**src/rtl/arb_pkg.sv**
```systemverilog
// Shared helpers for the weighted round-robin arbiter family.
package arb_pkg;

    localparam int unsigned N_MAX = 16;

    // Ceiling log2; returns 0 for v <= 1.
    function automatic int unsigned clog2(input int unsigned v);
        int unsigned r;
        r = 0;
        for (int unsigned i = 0; i < 32; i++) begin
            if ((32'd1 << i) < v) r = i + 1;
        end
        return r;
    endfunction

    // Low bit of client idx's field in a flattened per-client bus.
    function automatic int unsigned slice_lo(input int unsigned idx, input int unsigned width);
        return idx * width;
    endfunction

endpackage

```
**src/rtl/rr_pick_n.sv**
```systemverilog
// Cyclic first-set picker: lowest request at or after i_ptr, wrapping N-1 -> 0.
module rr_pick_n
    import arb_pkg::*;
#(
    parameter int unsigned N = 4
) (
    input  logic [N-1:0]          i_req,
    input  logic [clog2(N)-1:0]   i_ptr,
    output logic [clog2(N)-1:0]   o_grant_c,
    output logic                  o_valid_c
);

    localparam int unsigned IW = clog2(N);
    localparam int unsigned OW = IW + 1;

    logic [2*N-1:0] w_dbl;
    logic [N-1:0]   w_rot;
    logic [OW-1:0]  w_off;
    logic [OW-1:0]  w_sum;

    // Rotate so i_ptr lands at bit 0, priority-encode, then rotate the index back.
    always_comb begin
        w_dbl     = {i_req, i_req} >> i_ptr;
        w_rot     = w_dbl[N-1:0];
        w_off     = '0;
        o_valid_c = 1'b0;
        for (int i = N - 1; i >= 0; i--) begin
            if (w_rot[i]) begin
                w_off     = OW'(i);
                o_valid_c = 1'b1;
            end
        end
        w_sum = OW'(i_ptr) + w_off;
        if (w_sum >= OW'(N)) w_sum = w_sum - OW'(N);
        o_grant_c = w_sum[IW-1:0];
    end

endmodule

```
**src/rtl/arb_wrr_n.sv**
```systemverilog
// N-client weighted round-robin arbiter with a registered memory request slot
// and in-order routing of read responses back to the issuing client.
module arb_wrr_n
    import arb_pkg::*;
#(
    parameter int unsigned N     = 4,
    parameter int unsigned W     = 16,
    parameter int unsigned AW    = 10,
    parameter int unsigned TW    = 4,
    parameter int unsigned WW    = 4,
    parameter int unsigned OUTST = 8
) (
    input  logic            clk,
    input  logic            rst_n,
    input  logic [N-1:0]    client_req,
    input  logic [N-1:0]    client_read,
    input  logic [N*AW-1:0] client_addr,
    input  logic [N*W-1:0]  client_wdata,
    input  logic [N*TW-1:0] client_tag,
    input  logic [N*WW-1:0] client_weight,
    output logic [N-1:0]    client_bsy,
    output logic            mem_req,
    input  logic            mem_bsy,
    output logic            mem_read,
    output logic [AW-1:0]   mem_addr,
    output logic [W-1:0]    mem_wdata,
    output logic [TW-1:0]   mem_tag,
    input  logic            mem_rvalid,
    input  logic [W-1:0]    mem_rdata,
    output logic [N-1:0]    client_rvalid,
    output logic [W-1:0]    client_rdata,
    output logic            err_unexp_rsp
);

    localparam int unsigned IW = clog2(N);
    localparam int unsigned PW = clog2(OUTST);
    localparam int unsigned CW = PW + 1;

    function automatic logic [IW-1:0] ptr_inc(input logic [IW-1:0] p);
        return (p == IW'(N - 1)) ? '0 : p + IW'(1);
    endfunction

    logic [AW-1:0] w_addr  [N];
    logic [W-1:0]  w_wdata [N];
    logic [TW-1:0] w_tag   [N];
    logic [WW-1:0] w_wt    [N];

    for (genvar g = 0; g < N; g++) begin : g_slice
        assign w_addr[g]  = client_addr[slice_lo(g, AW) +: AW];
        assign w_wdata[g] = client_wdata[slice_lo(g, W) +: W];
        assign w_tag[g]   = client_tag[slice_lo(g, TW) +: TW];
        assign w_wt[g]    = (client_weight[slice_lo(g, WW) +: WW] == '0)
                          ? WW'(1) : client_weight[slice_lo(g, WW) +: WW];
    end

    logic            r_run;
    logic            r_mem_req;
    logic            r_mem_read;
    logic [AW-1:0]   r_mem_addr;
    logic [W-1:0]    r_mem_wdata;
    logic [TW-1:0]   r_mem_tag;
    logic [IW-1:0]   r_ptr;
    logic [IW-1:0]   r_owner;
    logic [WW-1:0]   r_credit;
    logic [IW-1:0]   r_fifo [OUTST];
    logic [PW-1:0]   r_wp;
    logic [PW-1:0]   r_rp;
    logic [CW-1:0]   r_cnt;
    logic [N-1:0]    r_client_rvalid;
    logic [W-1:0]    r_client_rdata;
    logic            r_err;

    logic            w_load;
    logic            w_rd_full;
    logic [N-1:0]    w_elig;
    logic            w_keep;
    logic            w_lost;
    logic [IW-1:0]   w_pick;
    logic            w_pick_v;
    logic [IW-1:0]   w_grant;
    logic            w_gv;
    logic            w_xfer;
    logic [WW-1:0]   w_credit_nxt;
    logic            w_push;
    logic            w_pop;

    rr_pick_n #(.N(N)) u_pick (
        .i_req     (w_elig),
        .i_ptr     (r_ptr),
        .o_grant_c (w_pick),
        .o_valid_c (w_pick_v)
    );

    // Grant decision; r_run keeps every client busy until the first edge after reset.
    always_comb begin
        w_load       = ~r_mem_req | ~mem_bsy;
        w_rd_full    = (r_cnt == CW'(OUTST));
        w_elig       = client_req & ~(client_read & {N{w_rd_full}});
        w_keep       = (r_credit != '0) & w_elig[r_owner];
        w_lost       = r_run & w_load & (r_credit != '0) & ~w_elig[r_owner];
        w_grant      = w_keep ? r_owner : w_pick;
        w_gv         = w_keep | w_pick_v;
        w_xfer       = r_run & w_load & w_gv;
        w_credit_nxt = w_keep ? r_credit - WW'(1) : w_wt[w_grant] - WW'(1);
        w_push       = w_xfer & client_read[w_grant];
        w_pop        = mem_rvalid & (r_cnt != '0);
        client_bsy   = '1;
        if (w_xfer) client_bsy[w_grant] = 1'b0;
    end

    // Request slot and burst ownership.
    always_ff @(posedge clk or negedge rst_n) begin
        if (!rst_n) begin
            r_run       <= 1'b0;
            r_mem_req   <= 1'b0;
            r_mem_read  <= 1'b0;
            r_mem_addr  <= '0;
            r_mem_wdata <= '0;
            r_mem_tag   <= '0;
            r_ptr       <= '0;
            r_owner     <= '0;
            r_credit    <= '0;
        end else begin
            r_run <= 1'b1;
            if (w_load) r_mem_req <= w_xfer;
            if (w_xfer) begin
                r_mem_read  <= client_read[w_grant];
                r_mem_addr  <= w_addr[w_grant];
                r_mem_wdata <= w_wdata[w_grant];
                r_mem_tag   <= w_tag[w_grant];
                r_owner     <= w_grant;
                r_credit    <= w_credit_nxt;
                if (w_credit_nxt == '0) r_ptr <= ptr_inc(w_grant);
                else if (w_lost)        r_ptr <= ptr_inc(r_owner);
            end else if (w_lost) begin
                r_ptr    <= ptr_inc(r_owner);
                r_credit <= '0;
            end
        end
    end

    // Issued-read client ids; storage needs no reset since r_cnt gates its use.
    always_ff @(posedge clk) begin
        if (w_push) r_fifo[r_wp] <= w_grant;
    end

    always_ff @(posedge clk or negedge rst_n) begin
        if (!rst_n) begin
            r_wp            <= '0;
            r_rp            <= '0;
            r_cnt           <= '0;
            r_client_rvalid <= '0;
            r_client_rdata  <= '0;
            r_err           <= 1'b0;
        end else begin
            r_client_rvalid <= '0;
            if (w_push) r_wp <= r_wp + PW'(1);
            if (w_pop) begin
                r_rp                          <= r_rp + PW'(1);
                r_client_rvalid[r_fifo[r_rp]] <= 1'b1;
                r_client_rdata                <= mem_rdata;
            end
            case ({w_push, w_pop})
                2'b10:   r_cnt <= r_cnt + CW'(1);
                2'b01:   r_cnt <= r_cnt - CW'(1);
                default: r_cnt <= r_cnt;
            endcase
            if (mem_rvalid && r_cnt == '0) r_err <= 1'b1;
        end
    end

    assign mem_req       = r_mem_req;
    assign mem_read      = r_mem_read;
    assign mem_addr      = r_mem_addr;
    assign mem_wdata     = r_mem_wdata;
    assign mem_tag       = r_mem_tag;
    assign client_rvalid = r_client_rvalid;
    assign client_rdata  = r_client_rdata;
    assign err_unexp_rsp = r_err;

endmodule

```
**config.mk**
```make
export PLATFORM = sky130hd
export DESIGN_NAME = arb_wrr_n
export DESIGN_NICKNAME = d
export VERILOG_FILES = /design/src/rtl/arb_pkg.sv /design/src/rtl/rr_pick_n.sv /design/src/rtl/arb_wrr_n.sv
export SDC_FILE = /design/constraint.sdc
export NUM_CORES = 1
export LEC_CHECK = 0
export BUFFER_PORTS_ARGS = -buffer_cell sky130_fd_sc_hd__clkbuf_2
export CAP_MARGIN = 10
export CORE_MARGIN = 2
export CORE_UTILIZATION = 48
export DETAILED_ROUTE_END_ITERATION = 16
export PLACE_DENSITY = 0.82
export SETUP_SLACK_MARGIN = 0.02
export SLEW_MARGIN = 30
export SYNTH_ARGS = -nofsm -noshare
export SYNTH_HDL_FRONTEND = slang
export SYNTH_SLANG_ARGS = --single-unit
```
**constraint.sdc**
```tcl
create_clock -name clk -period 5.1 [get_ports clk]
set_input_delay 0.765 -clock clk [delete_from_list [all_inputs] [get_ports clk]]
set_output_delay 0.765 -clock clk [all_outputs]
set_load 0.02 [all_outputs]
```
# After elaboration in Yosys (flattened, before gate mapping)
# Memories as Yosys holds them, arrays and structs flattened.
# Index checks and enable logic that the tools add are counted.
# classes
add_sub_neg	10
order_cmp	7
eq_ne	5
shifts	1
mux	47
n_bitwise	17
reduce_logical	13
# ops
cell	count
4-bit 2-to-1 mux	13
16-bit binary-select mux with 2-bit select	1
16-bit 2-to-1 mux	2
4-bit logical NOT	6
2-bit 2-to-1 mux	11
10-bit binary-select mux with 2-bit select	1
10-bit 2-to-1 mux	2
4-bit binary-select mux with 2-bit select	2
4-bit by 1-bit subtractor with 4-bit output (second input constant)	3
1-bit 2-to-1 mux	10
2-bit by 3-bit < comparator with 1-bit output (second input constant)	3
4-bit bitwise AND	2
4-bit inverter	2
4-bit one-hot mux with 2 select lines	1
4-bit nonzero test	2
8-bit by 2-bit >> shifter with 4-bit output	1
1-bit bitwise AND	7
3-bit by 1-bit adder with 3-bit output (second input constant)	2
2-bit == test (second input constant)	3
3-bit greater-or-equal comparator (second input constant)	2
2-bit by 1-bit adder with 2-bit output (second input constant)	2
4-bit by 1-bit adder with 4-bit output (second input constant)	1
1-bit binary-select mux with 2-bit select	2
1-bit demux with 2-bit select	2
other kinds (10)	17
# totals
register_bits	72
ram_bits	16
input_bits	164
output_inout_bits	57
elab_cells	116
memories	1
# mem_list
memory	depth	width	rd	rd_clocked_by_memory_dff	write_ports	line_no	source
r_fifo	8	2	1	0	1	arb_wrr_n.sv:65	logic [IW-1:0] r_fifo [OUTST];

# Logic depth before layout (Yosys ltp)
# Gate-level depths: netlist of the first run.
# depth
depth_word	22
depth_mapped	20
mapped_depth_nobuf	20

# Modules after synthesis
# Synthesis of the first run repeated with hierarchy kept, for this count alone.
# unflattened
cells_unflattened	456
hier_area_um2	5252.5
# by_module_without_submodules
module	instances	cells_each	area_each_um2	seq_area_each_um2
arb_wrr_n	1	433	5072.4	2282.2
rr_pick_n	1	23	180.2	0.0

# Least setup slack after synthesis of the first run
# OpenSTA, ideal clock, no wires.
# synth_path
path_type	register to register
startpoint	register r_cnt[1]
endpoint	register r_cnt[3]
setup_ns	0.125
t_arrival_ns	4.285
path_slack_ns	0.690
stages_incl_launch_ff	19
period_less_slack_ns	4.410
cell_sequence	dfrtp_1 or4b_4 o21ai_4 nand2_1 and3_1 a21oi_1 o21ai_0 ha_1 clkbuf_4 a21o_1 mux4_2 nand2_1 ha_1 ha_1 a21o_2 a21oi_1 xnor2_1 nor2_1 xor2_1
# synth_via
elab_chain_len	18
# synth_lines
element	line_no	source
start: declaration	arb_wrr_n.sv:68	logic [CW-1:0] r_cnt;
start signal: assignment	arb_wrr_n.sv:164	2'b10: r_cnt <= r_cnt + CW'(1);
start signal: assignment	arb_wrr_n.sv:165	2'b01: r_cnt <= r_cnt - CW'(1);
start signal: assignment	arb_wrr_n.sv:166	default: r_cnt <= r_cnt;
4-bit == test (*)	arb_wrr_n.sv:97	w_rd_full = (r_cnt == CW'(OUTST));
4-bit bitwise AND (*)	arb_wrr_n.sv:98	w_elig = client_req & ~(client_read & {N{w_rd_full}});
4-bit inverter (*)	arb_wrr_n.sv:98	
4-bit bitwise AND (*)	arb_wrr_n.sv:98	
8-bit by 2-bit >> shifter with 4-bit output	rr_pick_n.sv:23	w_dbl = {i_req, i_req} >> i_ptr;
2-bit 2-to-1 mux (4 in a row)	rr_pick_n.sv:28	if (w_rot[i]) begin
2-bit by 2-bit adder with 3-bit output	rr_pick_n.sv:33	w_sum = OW'(i_ptr) + w_off;
3-bit greater-or-equal comparator or 2-bit by 1-bit subtractor with 2-bit output (tied branches)	rr_pick_n.sv:34	if (w_sum >= OW'(N)) w_sum = w_sum - OW'(N);
2-bit 2-to-1 mux	rr_pick_n.sv:34	
2-bit 2-to-1 mux (*)	arb_wrr_n.sv:101	w_grant = w_keep ? r_owner : w_pick;
net w_grant[0]	arb_wrr_n.sv:80	logic [IW-1:0] w_grant;
1-bit binary-select mux with 2-bit select (*)	arb_wrr_n.sv:105	w_push = w_xfer & client_read[w_grant];
1-bit 2-to-1 mux (implied by the code) (*)	arb_wrr_n.sv:105	
1-bit bitwise AND (*)	arb_wrr_n.sv:105	
2-bit by 1-bit == test with 1-bit output or 2-bit == test (tied branches)	arb_wrr_n.sv:163	case ({w_push, w_pop})
4-bit one-hot mux with 2 select lines or 2-bit nonzero test (tied branches)	-	
# The timed path passes the listed nets; every way through them passes the cells marked *. The select of a mux whose other input is x is not followed.
# A chain may end at the register's enable or synchronous reset.

# Worst setup path in the final report of the first run
# Ends and elaborated chain as after synthesis.

==> run summary, run 1 <==
Result of the run -> complete, no violations
Leading cell types in the layout, fill and taps excluded -> sky130_fd_sc_hd__clkbuf_2 (219), sky130_fd_sc_hd__nand2_1 (170), sky130_fd_sc_hd__dfrtp_1 (72)
Type of element capturing the critical path -> flop
Vias in the first global route -> 4,495
Number of instances resized during post-cts repair -> 2
Total number of vias -> 4,294
Arrival @ worst endpoint -> 5.05 ns
Uppermost signal routing layer after detailed routing -> met4
Sort of element at the start of the critical path -> flop
Final routed wire length divided by cell count -> 15.5 um
Share of the yosys chip area belonging to registers -> 46.1%
Depth of the worst register-to-register path -> 17
Final Cell Area -> 0.00642 mm2
CP Class -> flop to flop
Area contributors post-synth -> sky130_fd_sc_hd__dfrtp_1 (36%), sky130_fd_sc_hd__mux4_2 (16%), sky130_fd_sc_hd__nand2_1 (13%)
Routed met3 length -> 737 um
CP Data Required Time -> 5.34 ns
Hold Vio Cnt, Final -> 0
Half-perimeter wire length of the detailed placement result -> 9.74 mm
Initial core utilization -> 48.6%
DRT iter0 DRCs -> 196
Xor and xnor fraction of the mapped netlist area -> 1.59%
Overall die height -> 106 um
Maximum Capacitance Violations -> 0
Most area-hungry cell type in the Yosys netlist -> sky130_fd_sc_hd__dfrtp_1
Antenna violations before repair -> 0
Number of sinks on the clock net -> 88
Main combinational cell family by area after synthesis -> simple AND/OR/NAND/NOR gates
Clock Pin Slew Worst Setup and Hold Paths -> 0.09 ns
Amount of wire on met2 after detailed routing -> 6.84 mm
Clock insertion delay at the later pin of the skew report -> 0.36 ns
Placer Congestion -> 0.837
CP Launch Point -> r_cnt[1]
Reg2reg start -> r_cnt[1]
Fraction of post-synthesis cell area in the top cell type by area -> 36.4%
Total design power -> 4.67 mW
Cell Count Post-Placement -> 805
Layout-stage area growth over the synthesis result -> 29.7%
Final sum of negative setup slack -> 0 ns
Synth Area in Adders -> 3.69%
Die Outline Area -> 0.0111 mm2
Final-stage net count -> 858
Number of standard-cell rows in the floorplan -> 37
Clock buffers created by TritonCTS -> 9
Synth Warn # -> 0
Global-route total usage across every layer -> 23.4%
Crit-path max FO -> 12
Gr ovfl total -> 0
Measured slew at the worst slew-check pin -> 0.693 ns
Class of the worst hold path -> input pin to async pin
Net count after synthesis -> 645
Number of post-CTS setup repair buffers -> 0
Min cycle time layout -> 4.80 ns
Total I/O pin count -> 221
Final period utilization -> 94.2%
Clock skew -> 0.0151 ns
Max IR drop VDD -> 0.400 mV
Deepest clock path buffer count -> 2
Routed WL -> 12.8 mm
Global-route wire length before repair -> 20.7 mm
Number of I/O port buffers -> 220
Count of antenna diodes in the layout -> 0
EDFF count, synth -> 16
Remaining DRCs -> 0
Compound-gate portion of the synthesized area -> 7.51%
Summed instance area of the synthesized netlist -> 0.00495 mm2
CTS tree -> built
Multiplexer share of the synthesized area -> 18.9%
Count of nets left with antenna violations after detail routing -> 0
Max frequency -> 208 MHz
Share of final-layout standard cells stronger than drive strength 1 -> 43.1%
Routed metal-1 wirelength -> 4.88 mm
RSZ-0062 raised after global routing -> false
Cell at the root of the clock tree -> sky130_fd_sc_hd__clkbuf_8
Final standard cell count with taps included and fillers excluded -> 821
Total leakage power -> 3.26 nW
Number of H-tree levels -> 3
Setup-failing EPs final -> 0
Synth Instances -> 467
Final-report max-slew violation count -> 0
Top flip-flop cell by instance count after synthesis -> sky130_fd_sc_hd__dfrtp_1
Simple logic cell fraction of the synthesized area -> 19.0%
Flop and latch count out of synthesis -> 88
Maximum number of pins on one net before global-route repair -> 73
Number of iterations in the first detailed-routing pass -> 6
Power per unit of standard cell area -> 728 mW/mm2
Placeable core area -> 0.0102 mm2
Chip width -> 106 um
Routed vias/inst -> 5.23
Worst slew margin -> 53.8%
Share of flip-flops with an asynchronous set or reset after synthesis -> 81.8%
Number of distinct library cell variants in the gate-level netlist after synthesis -> 53
Placed cell areas -> 0.00617 mm2
Most frequent standard cell in the layout excluding fill and tap cells -> sky130_fd_sc_hd__clkbuf_2
Cts hold-fix bufs -> 0
Mean post-synth cell area -> 10.6 um2
-- synth_stat cells (5+ instances only) --
| library cell | instances |
|---|---|
| sky130_fd_sc_hd__a21o_1 | 5 |
| sky130_fd_sc_hd__clkbuf_1 | 17 |
| sky130_fd_sc_hd__dfrtp_1 | 72 |
| sky130_fd_sc_hd__edfxtp_1 | 16 |
| sky130_fd_sc_hd__ha_1 | 13 |
| sky130_fd_sc_hd__inv_1 | 11 |
| sky130_fd_sc_hd__mux2i_1 | 8 |
| sky130_fd_sc_hd__mux4_2 | 35 |
| sky130_fd_sc_hd__nand2_1 | 170 |
| sky130_fd_sc_hd__nor2_1 | 17 |
| sky130_fd_sc_hd__nor3_1 | 12 |
| sky130_fd_sc_hd__o21ai_0 | 12 |
| sky130_fd_sc_hd__xnor2_1 | 6 |
-- power by group --
group	internal [mW]	leakage [nW]	total, mW	switching (mW)
clock	0.246	0.108	0.504	0.258
combinational	1.33	2.12	2.91	1.58
sequential	1.04	1.03	1.26	0.219
total	2.61	3.26	4.67	2.06
-- kinds of logic (layout without fill, tap and decap cells) --
logic type / after synthesis / count (layout)
xor gates and xnor gates: 9 / 9
and+or+nand+nor: 223 / 223
adders and majority gates: 14 / 14
buffers and inverters: 35 / 253
other: 1 / 1
DFF: 88 / 88
AOI/OAI and AO/OA: 48 / 48
muxes: 49 / 49
-- registers in the layout, indices dropped and copies added (netlist names) --
| name | flops |
|---|---|
| mem_read | 1 |
| mem_tag | 4 |
| r_credit | 4 |
| r_rp | 3 |
| client_rvalid | 4 |
| client_rdata | 16 |
| mem_addr | 10 |
| r_wp | 3 |
| r_run | 1 |
| r_owner | 2 |
| r_ptr | 2 |
| r_cnt | 4 |
| mem_req | 1 |
| err_unexp_rsp | 1 |
| r_fifo | 16 |
| mem_wdata | 16 |
-- stage by stage --
step | worst slack (ns) | utilization, % | hold WS, ns
final | 0.298 | 63.0 | 0.412
after global routing | 0.0839 | 63.0 | 0.458
after CTS | 0.189 | 62.7 | 0.468
after detailed placement | 0.0608 | 60.6 | 0.446
after global placement | 0.380 | 60.6 | 0.437
after floorplan | 0.690 | - | 0.467
-- worst paths after layout --
path                       slack (ns)            end
max                              0.30       r_cnt[3]
min                              0.41  err_unexp_rsp
max reg2reg                      0.30       r_cnt[3]
min reg2reg                      0.47  err_unexp_rsp
max in group asynchronous        4.24   mem_wdata[2]
min in group clk                 0.47  err_unexp_rsp
-- layout make-up --
class	count	area, um2
clock buffers	10	138
clock inverters	6	70.1
fillers	818	3770
inverters	12	45.0
multi-input cells	344	2560
flip-flops and latches	88	2280
well taps	136	170
repair buffers	225	1150
-- worst max-delay path, cell delays in order (launching register included) --
cell and delay (ns):
sky130_fd_sc_hd__dfrtp_1 0.46, sky130_fd_sc_hd__or4b_4 0.61, sky130_fd_sc_hd__o21ai_4 0.22, sky130_fd_sc_hd__nand2_1 0.10, sky130_fd_sc_hd__and3_1 0.18, sky130_fd_sc_hd__a21oi_1 0.13
sky130_fd_sc_hd__o21ai_0 0.11, sky130_fd_sc_hd__ha_1 0.55, sky130_fd_sc_hd__a21o_1 0.22, sky130_fd_sc_hd__mux4_2 0.53, sky130_fd_sc_hd__nand2_1 0.27, sky130_fd_sc_hd__ha_1 0.27
sky130_fd_sc_hd__ha_1 0.24, sky130_fd_sc_hd__a21o_2 0.20, sky130_fd_sc_hd__a21oi_1 0.20, sky130_fd_sc_hd__xnor2_1 0.16, sky130_fd_sc_hd__nor2_1 0.08, sky130_fd_sc_hd__xor2_1 0.14
-- metal layers --
layer  global-route usage (%)  up-vias
li1                         -     2064
met1                     27.7     2025
met2                     43.0      178
met3                     3.53       27
met4                     8.55        0
met5                        0        -
(Power assumes the default switching activity.)
==> run 2: changes to the inputs <==
--- a/constraint.sdc
+++ b/constraint.sdc
@@ -3,2 +3,2 @@
 set_output_delay 0.765 -clock clk [all_outputs]
-set_load 0.02 [all_outputs]
+set_load 0.1 [all_outputs]
==> run summary, run 2 (synthesis gave the netlist of run 1 again) <==
RSZ-0062 raised after global routing -> false
Layout filler cell count -> 840
Deepest clock path buffer count -> 2
Remaining DRCs -> 0
Hold Vio Cnt, Final -> 0
Number of sinks on the clock net -> 88
Initial core utilization -> 48.6%
Cell at the root of the clock tree -> sky130_fd_sc_hd__clkbuf_8
Final design utilization -> 62.8%
Leading cell types in the layout, fill and taps excluded -> sky130_fd_sc_hd__clkbuf_2 (216), sky130_fd_sc_hd__nand2_1 (170), sky130_fd_sc_hd__dfrtp_1 (72)
Clock insertion delay at the later pin of the skew report -> 0.35 ns
Max frequency -> 206 MHz
Clock skew -> 0.0126 ns
Worst slew margin -> 51.5%
Final period utilization -> 95.2%
Slack of the worst reg-to-reg path -> 0.30 ns
Type of element capturing the critical path -> primary output
Total number of vias -> 4,358
CP Class -> flop to primary output
Number of iterations in the first detailed-routing pass -> 4
Count of nets left with antenna violations after detail routing -> 0
Clock buffers created by TritonCTS -> 9
Sort of element at the start of the critical path -> flop
Vias in the first global route -> 4,393
Placeable core area -> 0.0102 mm2
Class of the worst hold path -> input pin to async pin
Final routed wire length divided by cell count -> 15.4 um
Die Outline Area -> 0.0111 mm2
Global-route total usage across every layer -> 23.2%
Measured slew at the worst slew-check pin -> 0.728 ns
Crit-path max FO -> 13
Final-report max-slew violation count -> 0
Setup-failing EPs final -> 0
Reg2reg start -> r_cnt[1]
Routed WL -> 12.6 mm
Maximum number of pins on one net before global-route repair -> 73
Number of standard-cell rows in the floorplan -> 37
Most frequent standard cell in the layout excluding fill and tap cells -> sky130_fd_sc_hd__clkbuf_2
Clock Pin Slew Worst Setup and Hold Paths -> 0.09 ns
Layout-stage area growth over the synthesis result -> 29.2%
Maximum Capacitance Violations -> 0
Number of H-tree levels -> 3
Antenna violations before repair -> 0
Final-stage net count -> 859
Share of final-layout standard cells stronger than drive strength 1 -> 42.7%
Placer Congestion -> 0.837
Half-perimeter wire length of the detailed placement result -> 9.92 mm
Arrival @ worst endpoint -> 4.09 ns
Global-route wire length before repair -> 20.5 mm
Depth of the worst register-to-register path -> 20
Total I/O pin count -> 221
Gr ovfl total -> 0
Number of I/O port buffers -> 220
FF-to-FF End -> r_cnt[3]
Min cycle time layout -> 4.86 ns
DRT iter0 DRCs -> 214
Routed vias/inst -> 5.30
Overall die height -> 106 um
Count of antenna diodes in the layout -> 0
CTS tree -> built
Chip width -> 106 um
Result of the run -> complete, no violations
CP Data Required Time -> 4.34 ns
Final sum of negative setup slack -> 0 ns
run 2: changes by cell type in the layout (fill, tap and decap cells not counted), sizes merged:
cell	delta
bufinv	-1
clkinvlp	+2
clkinv	-1
buf	+4
inv	-3
run 2: layer usage:
| layer | share of wire, % | routed length, um | global-route usage, % | vias up |
|---|---|---|---|---|
| met3 | 5.3 | 676 | 3.28 | 32 |
| met5 | 0 | 0 | 0 | - |
| met1 | 38 | 4830 | 27.2 | 2075 |
| met2 | 54 | 6800 | 42.6 | 186 |
| li1 | - | - | - | 2065 |
| met4 | 2.7 | 342 | 9.12 | 0 |
run 2: worst max-delay path, cell delays in order (launching register included):
cell	delay [ns]
sky130_fd_sc_hd__dfrtp_1	0.44
sky130_fd_sc_hd__or4b_4	0.60
sky130_fd_sc_hd__o21ai_4	0.22
sky130_fd_sc_hd__nand2_1	0.09
sky130_fd_sc_hd__and3_1	0.19
sky130_fd_sc_hd__a21oi_1	0.10
sky130_fd_sc_hd__o21ai_0	0.10
sky130_fd_sc_hd__ha_1	0.20
sky130_fd_sc_hd__xor2_1	0.32
sky130_fd_sc_hd__a21oi_2	0.10
sky130_fd_sc_hd__nor3_1	0.33
sky130_fd_sc_hd__a21oi_4	0.07
sky130_fd_sc_hd__buf_4	0.19
sky130_fd_sc_hd__ha_1	0.22
sky130_fd_sc_hd__nand2_1	0.09
sky130_fd_sc_hd__clkbuf_2	0.46
run 2: area by class of cell:
cell class / instances / area (um2) / area share [%]
Inverter: 12 / 45.0 / 0.705
Clock inverter: 3 / 23.8 / 0.372
Timing Repair Buffer: 226 / 1160 / 18.1
Tap cell: 136 / 170 / 2.66
Sequential cell: 88 / 2280 / 35.7
Multi-Input combinational cell: 344 / 2540 / 39.8
Clock buffer: 13 / 170 / 2.66
run 2: worst max-delay path by stage:
stage,startpoint,end,slack (ns),depth (start not counted)
3_3_place_gp,r_cnt[0],r_cnt[3],0.38,20
3_5_place_dp,r_cnt[0],r_cnt[3],0.16,20
6_report,r_cnt[1],client_bsy[3],0.24,15
2_1_floorplan,client_req[2],client_bsy[0],0.29,14
4_1_cts,r_cnt[0],client_bsy[3],0.07,15
5_1_grt,r_cnt[0],r_cnt[3],0.05,20
run 2: timing repair:
action | CTS | global route
resized for setup | 0 | 2
endpoints found under the setup margin | 0 | 8
setup buffers | 0 | 0
hold buffers | 0 | 0
endpoints found under the hold margin | 0 | 0
run 2: metrics by stage:
step	worst slack [ns]	instance area, um2	instances	hold slack, ns
3_5_place_dp	0.162	6190	806	0.457
2_1_floorplan	0.294	4950	467	0.467
5_1_grt	0.0521	6390	822	0.471
4_1_cts	0.0709	6380	822	0.476
6_report	0.244	6390	822	0.415
3_3_place_gp	0.379	6190	806	0.437
Power of run 2 is left out: the tool's default activity adds up to more than one toggle a clock period on the data nets, which glitch-free logic cannot reach.
